[src/rtl/sequence_checker_pkg.sv]
// rtl/sequence_checker_pkg.sv - shared state type, data width and duty helper for sequence_checker
package sequence_checker_pkg;

    localparam int DATA_W = 32;

    typedef enum logic [1:0] {
        IDLE  = 2'd0,
        CHECK = 2'd1,
        DONE  = 2'd2
    } state_e;

    // A duty of zero or one larger than the period means "check every sample".
    function automatic logic [31:0] eff_duty(input logic [31:0] duty, input logic [31:0] per);
        return ((duty == 32'd0) || (duty > per)) ? per : duty;
    endfunction

endpackage

[src/rtl/sequence_checker_expect_gen.sv]
// rtl/sequence_checker_expect_gen.sv - seq_expect_gen: per/iter counters and expected-value accumulator
module seq_expect_gen
    import sequence_checker_pkg::*;
#(
    parameter int PERIOD_W = 16,
    parameter int ITER_W   = 16
) (
    input  logic                clk,
    input  logic                rst_n,
    input  logic                load,
    input  logic                advance,
    input  logic [DATA_W-1:0]   start,
    input  logic [DATA_W-1:0]   incr,
    input  logic [DATA_W-1:0]   shift,
    input  logic [PERIOD_W-1:0] per,
    input  logic [ITER_W-1:0]   iter,
    output logic [DATA_W-1:0]   expected,
    output logic [DATA_W-1:0]   idx,
    output logic [PERIOD_W-1:0] per_cnt,
    output logic                last
);

    logic [DATA_W-1:0]   incr_q, incr_d, shift_q, shift_d, exp_q, exp_d, idx_q, idx_d;
    logic [PERIOD_W-1:0] per_q, per_d, per_cnt_q, per_cnt_d;
    logic [ITER_W-1:0]   iter_q, iter_d, it_cnt_q, it_cnt_d;
    logic                per_end;

    assign per_end  = (per_cnt_q == per_q - PERIOD_W'(1));
    assign last     = per_end && (it_cnt_q == iter_q - ITER_W'(1));
    assign expected = exp_q;
    assign idx      = idx_q;
    assign per_cnt  = per_cnt_q;

    always_comb begin
        incr_d    = incr_q;
        shift_d   = shift_q;
        per_d     = per_q;
        iter_d    = iter_q;
        exp_d     = exp_q;
        idx_d     = idx_q;
        per_cnt_d = per_cnt_q;
        it_cnt_d  = it_cnt_q;
        if (load) begin
            incr_d    = incr;
            shift_d   = shift;
            per_d     = per;
            iter_d    = iter;
            exp_d     = start;
            idx_d     = '0;
            per_cnt_d = '0;
            it_cnt_d  = '0;
        end else if (advance) begin
            idx_d = idx_q + DATA_W'(1);
            if (per_end) begin
                per_cnt_d = '0;
                exp_d     = exp_q + shift_q;
                it_cnt_d  = it_cnt_q + ITER_W'(1);
            end else begin
                per_cnt_d = per_cnt_q + PERIOD_W'(1);
                exp_d     = exp_q + incr_q;
            end
        end
    end

    always_ff @(posedge clk or negedge rst_n) begin
        if (!rst_n) begin
            incr_q    <= '0;
            shift_q   <= '0;
            per_q     <= '0;
            iter_q    <= '0;
            exp_q     <= '0;
            idx_q     <= '0;
            per_cnt_q <= '0;
            it_cnt_q  <= '0;
        end else begin
            incr_q    <= incr_d;
            shift_q   <= shift_d;
            per_q     <= per_d;
            iter_q    <= iter_d;
            exp_q     <= exp_d;
            idx_q     <= idx_d;
            per_cnt_q <= per_cnt_d;
            it_cnt_q  <= it_cnt_d;
        end
    end

endmodule

[config.mk]
export PLATFORM = sky130hd
export DESIGN_NAME = seq_expect_gen
export DESIGN_NICKNAME = d
export VERILOG_FILES = /design/src/rtl/sequence_checker_pkg.sv /design/src/rtl/sequence_checker_expect_gen.sv
export SDC_FILE = /design/constraint.sdc
export NUM_CORES = 1
export LEC_CHECK = 0
export BUFFER_PORTS_ARGS = -buffer_cell sky130_fd_sc_hd__buf_2
export CORE_MARGIN = 2
export CORE_UTILIZATION = 40
export DETAILED_ROUTE_END_ITERATION = 8
export GPL_ROUTABILITY_DRIVEN = 0
export PLACE_DENSITY = 0.65
export SYNTH_ARGS = -nofsm -noshare
export SYNTH_HDL_FRONTEND = slang
export SYNTH_SLANG_ARGS = --single-unit
[constraint.sdc]
create_clock -name clk -period 9.85 [get_ports clk]
set_clock_uncertainty 0.1 [all_clocks]
set_input_delay 1.4775 -clock clk [delete_from_list [all_inputs] [get_ports clk]]
set_output_delay 1.4775 -clock clk [all_outputs]
set_load 0.01 [all_outputs]
==> results.py <==
metrics = {
    "run_status": {
        "status": "finished, final reports clean",
    },
    "timing": {
        "tns_ps": 0,
        "setup_viol": 0,
        "min_period_over_period": 0.6425,
        "finalHoldViolations": 0,
        "rsz0062_at_grt": "false",
        "fin_crit_ps": 6329,
        "fmax_mhz": 158.0,
        "relSlewSlack": 0.3839,
        "maxSlewViolCount": 0,
        "tightest_slew_ps": 916.3,
    },
    "clocking": {
        "numCtsBuffers": 17,
        "cts_buffer_depth": 2,
        "postCtsSetupBuffers": 0,
        "cts_tree": "built",
        "cts.sinks": 192,
        "post_cts_resized": 0,
        "clkLatencyLatePin_ps": 440,
        "path_clk_slew_ps": 80,
        "postCtsHoldBufs": 0,
        "cts_root_buffer": "clkbuf_16",
        "cts.htree.levels": 4,
    },
    "power": {
        "p_int_mw": 1.516,
        "power.net_switching_uw": 708.2,
        "p_per_area_mw_per_mm2": 172.0,
        "pwr-share-comb": 0.272,
        "leakagePower_nw": 5.797,
        "swShare": 0.3184,
        "vdd_ir_drop_max_uv": 110.9,
        "power_frac_clock": 0.313,
        "p_total_mw": 2.224,
        "p_seq_frac": 0.416,
    },
    "finish": {
        "nets": 1429,
        "final_area_mm2": 0.01294,
        "fill_cells": 2512,
        "area_growth_pct": 18.13,
        "drive_gt1_frac": 0.3071,
    },
    "floorplan": {
        "core_area_mm2": 0.02695,
        "die-area_mm2": 0.02872,
        "die_w_um": 169.5,
        "die_height_um": 169.5,
        "fp-row-count": 60,
        "initial_core_util": 0.4063,
        "ios": 213,
    },
    "worst_setup_path": {
        "cp.required_ps": 10080,
        "critPathLaunchType": "register",
        "reg2reg_slack_ps": 3520,
        "cp_data_arrival_time_ps": 6550,
        "critPathMaxStageDelay_ps": 780,
        "crit_slowest_cell": "o31ai_1",
        "crit_path_frequent_cell": "mux2_2",
        "cp-startpoint": "per_q[4]",
        "crit_chain": "or4_4 -> or2_2 -> xnor2_1 -> nor4b_1 -> a21oi_1 -> nor4_4 -> buf_4 -> mux2_2 -> ha_1 -> inv_1 -> fa_1 -> nor2b_1 -> o31a_1 -> o21ai_0 -> a31o_2 -> o31ai_1 -> a31oi_1 -> xnor2_1 -> mux2_2 -> mux2_2",
        "crit_type": "register to register",
        "path_max_fanout": 38,
        "cp-end-kind": "register",
        "r2r_start": "per_q[4]",
    },
    "placed_design": {
        "port_buffers": 212,
        "dpl-instance-area_mm2": 0.01236,
        "hpwl_um": 19290,
    },
    "detailed_routing": {
        "wirelength_um": 27180,
        "antenna_left": 0,
        "dr.pass1.iters": 4,
        "drt-initial-drc-count": 454,
        "wl_per_cell_um": 16.86,
        "num_vias": 8577,
        "viasPerCell": 5.321,
        "drcViolationCount": 0,
    },
    "yosys": {
        "synth_ff_type": "dfrtp_1",
        "async_flop_share": 1.000,
        "synth_edf_count": 0,
        "syn_area_mm2": 0.01095,
        "ys_warn_count": 0,
        "postSynthAreaPerCell_um2": 10.34,
        "syn_inst": 1059,
        "ys_seq_area_frac": 0.4388,
        "synth-seq-cells": 192,
        "synth_nets": 1230,
        "synth_cell_types": 57,
    },
    "min_path": {
        "hold_start": "incr_q[12]",
        "hold_class": "register to register",
    },
    "run": {
        "drv_cap": 0,
    },
    "global_routing": {
        "gr-usage-all-layers": 0.1916,
        "grt_pass1_wl_um": 43970,
        "antenna_found_initial": 3,
        "grt_pass1_vias": 8471,
        "grt_max_degree": 136,
        "gr-total-overflow": 0,
    },
}
==> cell type report <==
class | count | area (um2) | area share
antenna | 1 | 2.502 | 0.0001934
tap | 341 | 426.7 | 0.03298
multi-input combinational | 807 | 5921 | 0.4577
clock inverter | 12 | 136.4 | 0.01054
timing repair buffer | 217 | 1126 | 0.08705
inverter | 23 | 86.33 | 0.006674
sequential | 192 | 4805 | 0.3714
clock buffer | 19 | 432.9 | 0.03347
==> cells in the final DEF (no fill, tap or decap), types with 4 or more instances in the layout <==
master,n
mux2_2,126
a211oi_1,6
nor4b_1,5
or3_1,12
and4_1,7
a21oi_1,51
nor3_1,20
mux2i_1,30
nor2_1,84
nand4_1,16
a31oi_1,8
o21ai_0,67
nand2_1,73
and2_1,5
clkbuf_16,17
and3_1,10
nor2b_1,13
ha_1,38
o21a_1,5
xor2_1,54
a21o_1,10
nor4_1,8
buf_2,210
o21bai_1,5
nor3b_1,4
nand3_1,34
xnor2_1,62
a22oi_1,6
nand2b_1,8
or2_2,7
inv_1,22
buf_4,4
dfrtp_1,192
==> cell families after synthesis <==
family | Yosys count | share of synthesized area
fa+ha+maj | 39 | 0.04525
mux | 156 | 0.1570
compound gates | 175 | 0.09335
flops | 192 | 0.4388
simple gates | 321 | 0.1515
xor+xnor | 116 | 0.09278
buf+inv | 60 | 0.02137
==> worst paths after layout <==
| path | endpoint | depth (start not counted) |
|---|---|---|
| worst max-delay path | expected[22] | 20 |
| worst min-delay path | incr_q[12] | 1 |
| worst max register to register | expected[22] | 20 |
| worst min register to register | incr_q[12] | 1 |
| max in group asynchronous | expected[30] | 3 |
| min in group asynchronous | per_q[4] | 1 |
==> critical path: cells and delay by family, from the launching register on <==
kind / cells / cell delay, ps
XOR/XNOR: 2 / 310
flip-flops: 1 / 460
multiplexers: 3 / 780
buffers and inverters: 2 / 610
AO/OA/AOI/OAI: 6 / 1690
adder cells (fa/ha/maj): 2 / 590
AND/OR/NAND/NOR: 5 / 1670
==> cells in the mapped netlist (all sizes together), types with 10 or more instances <==
cell    instances  area share
o21ai          67       0.031
xnor2          62       0.050
buf            11      0.0046
or3            12      0.0069
nor2b          13      0.0074
nand4          17       0.011
nor4           13       0.011
a21oi          51       0.023
nand2          73       0.025
and3           10      0.0057
clkbuf         26      0.0089
ha             38       0.043
xor2           54       0.043
nand3          35       0.016
nor3           20      0.0091
a21o           10      0.0069
nor2           84       0.029
dfrtp         192        0.44
inv            22      0.0075
mux2i          30       0.027
mux2          126        0.13
==> sequential cells by signal (all words and copies together), names as in the netlist <==
register,count
expected,32
idx,32
incr_q,32
shift_q,32
it_cnt_q,16
iter_q,16
per_cnt,16
per_q,16
==> power by group through the flow <==
stage	Combinational (mW)	Clock (mW)	Sequential, mW
CTS	0.607	0.718	0.925
detailed placement	0.600	0	0.939
global placement	0.594	0	0.937
finish	0.605	0.695	0.925
floorplan	0.418	0	0.935
global route	0.679	0.746	0.936
==> metrics by stage <==
step | util | setup WS, ps | std cells | hold WS (ps)
after floorplan | - | 4409 | 1059 | 375.0
after global placement | 0.4588 | 3633 | 1580 | 383.8
after detailed placement | 0.4588 | 3524 | 1580 | 391.6
after CTS | 0.4799 | 3504 | 1611 | 407.5
after global routing | 0.4799 | 3017 | 1611 | 423.9
final | 0.4800 | 3521 | 1612 | 402.3
==> per-layer routing <==
metal  wire, um  global-route usage  vias to the layer above
met5         25                   0                        -
met4        416             0.05351                        4
met3       1342             0.05177                       37
met2      12630              0.3107                      183
met1      12770              0.2528                     4176
li1           -                   -                     4177
(Power assumes the default switching activity.)
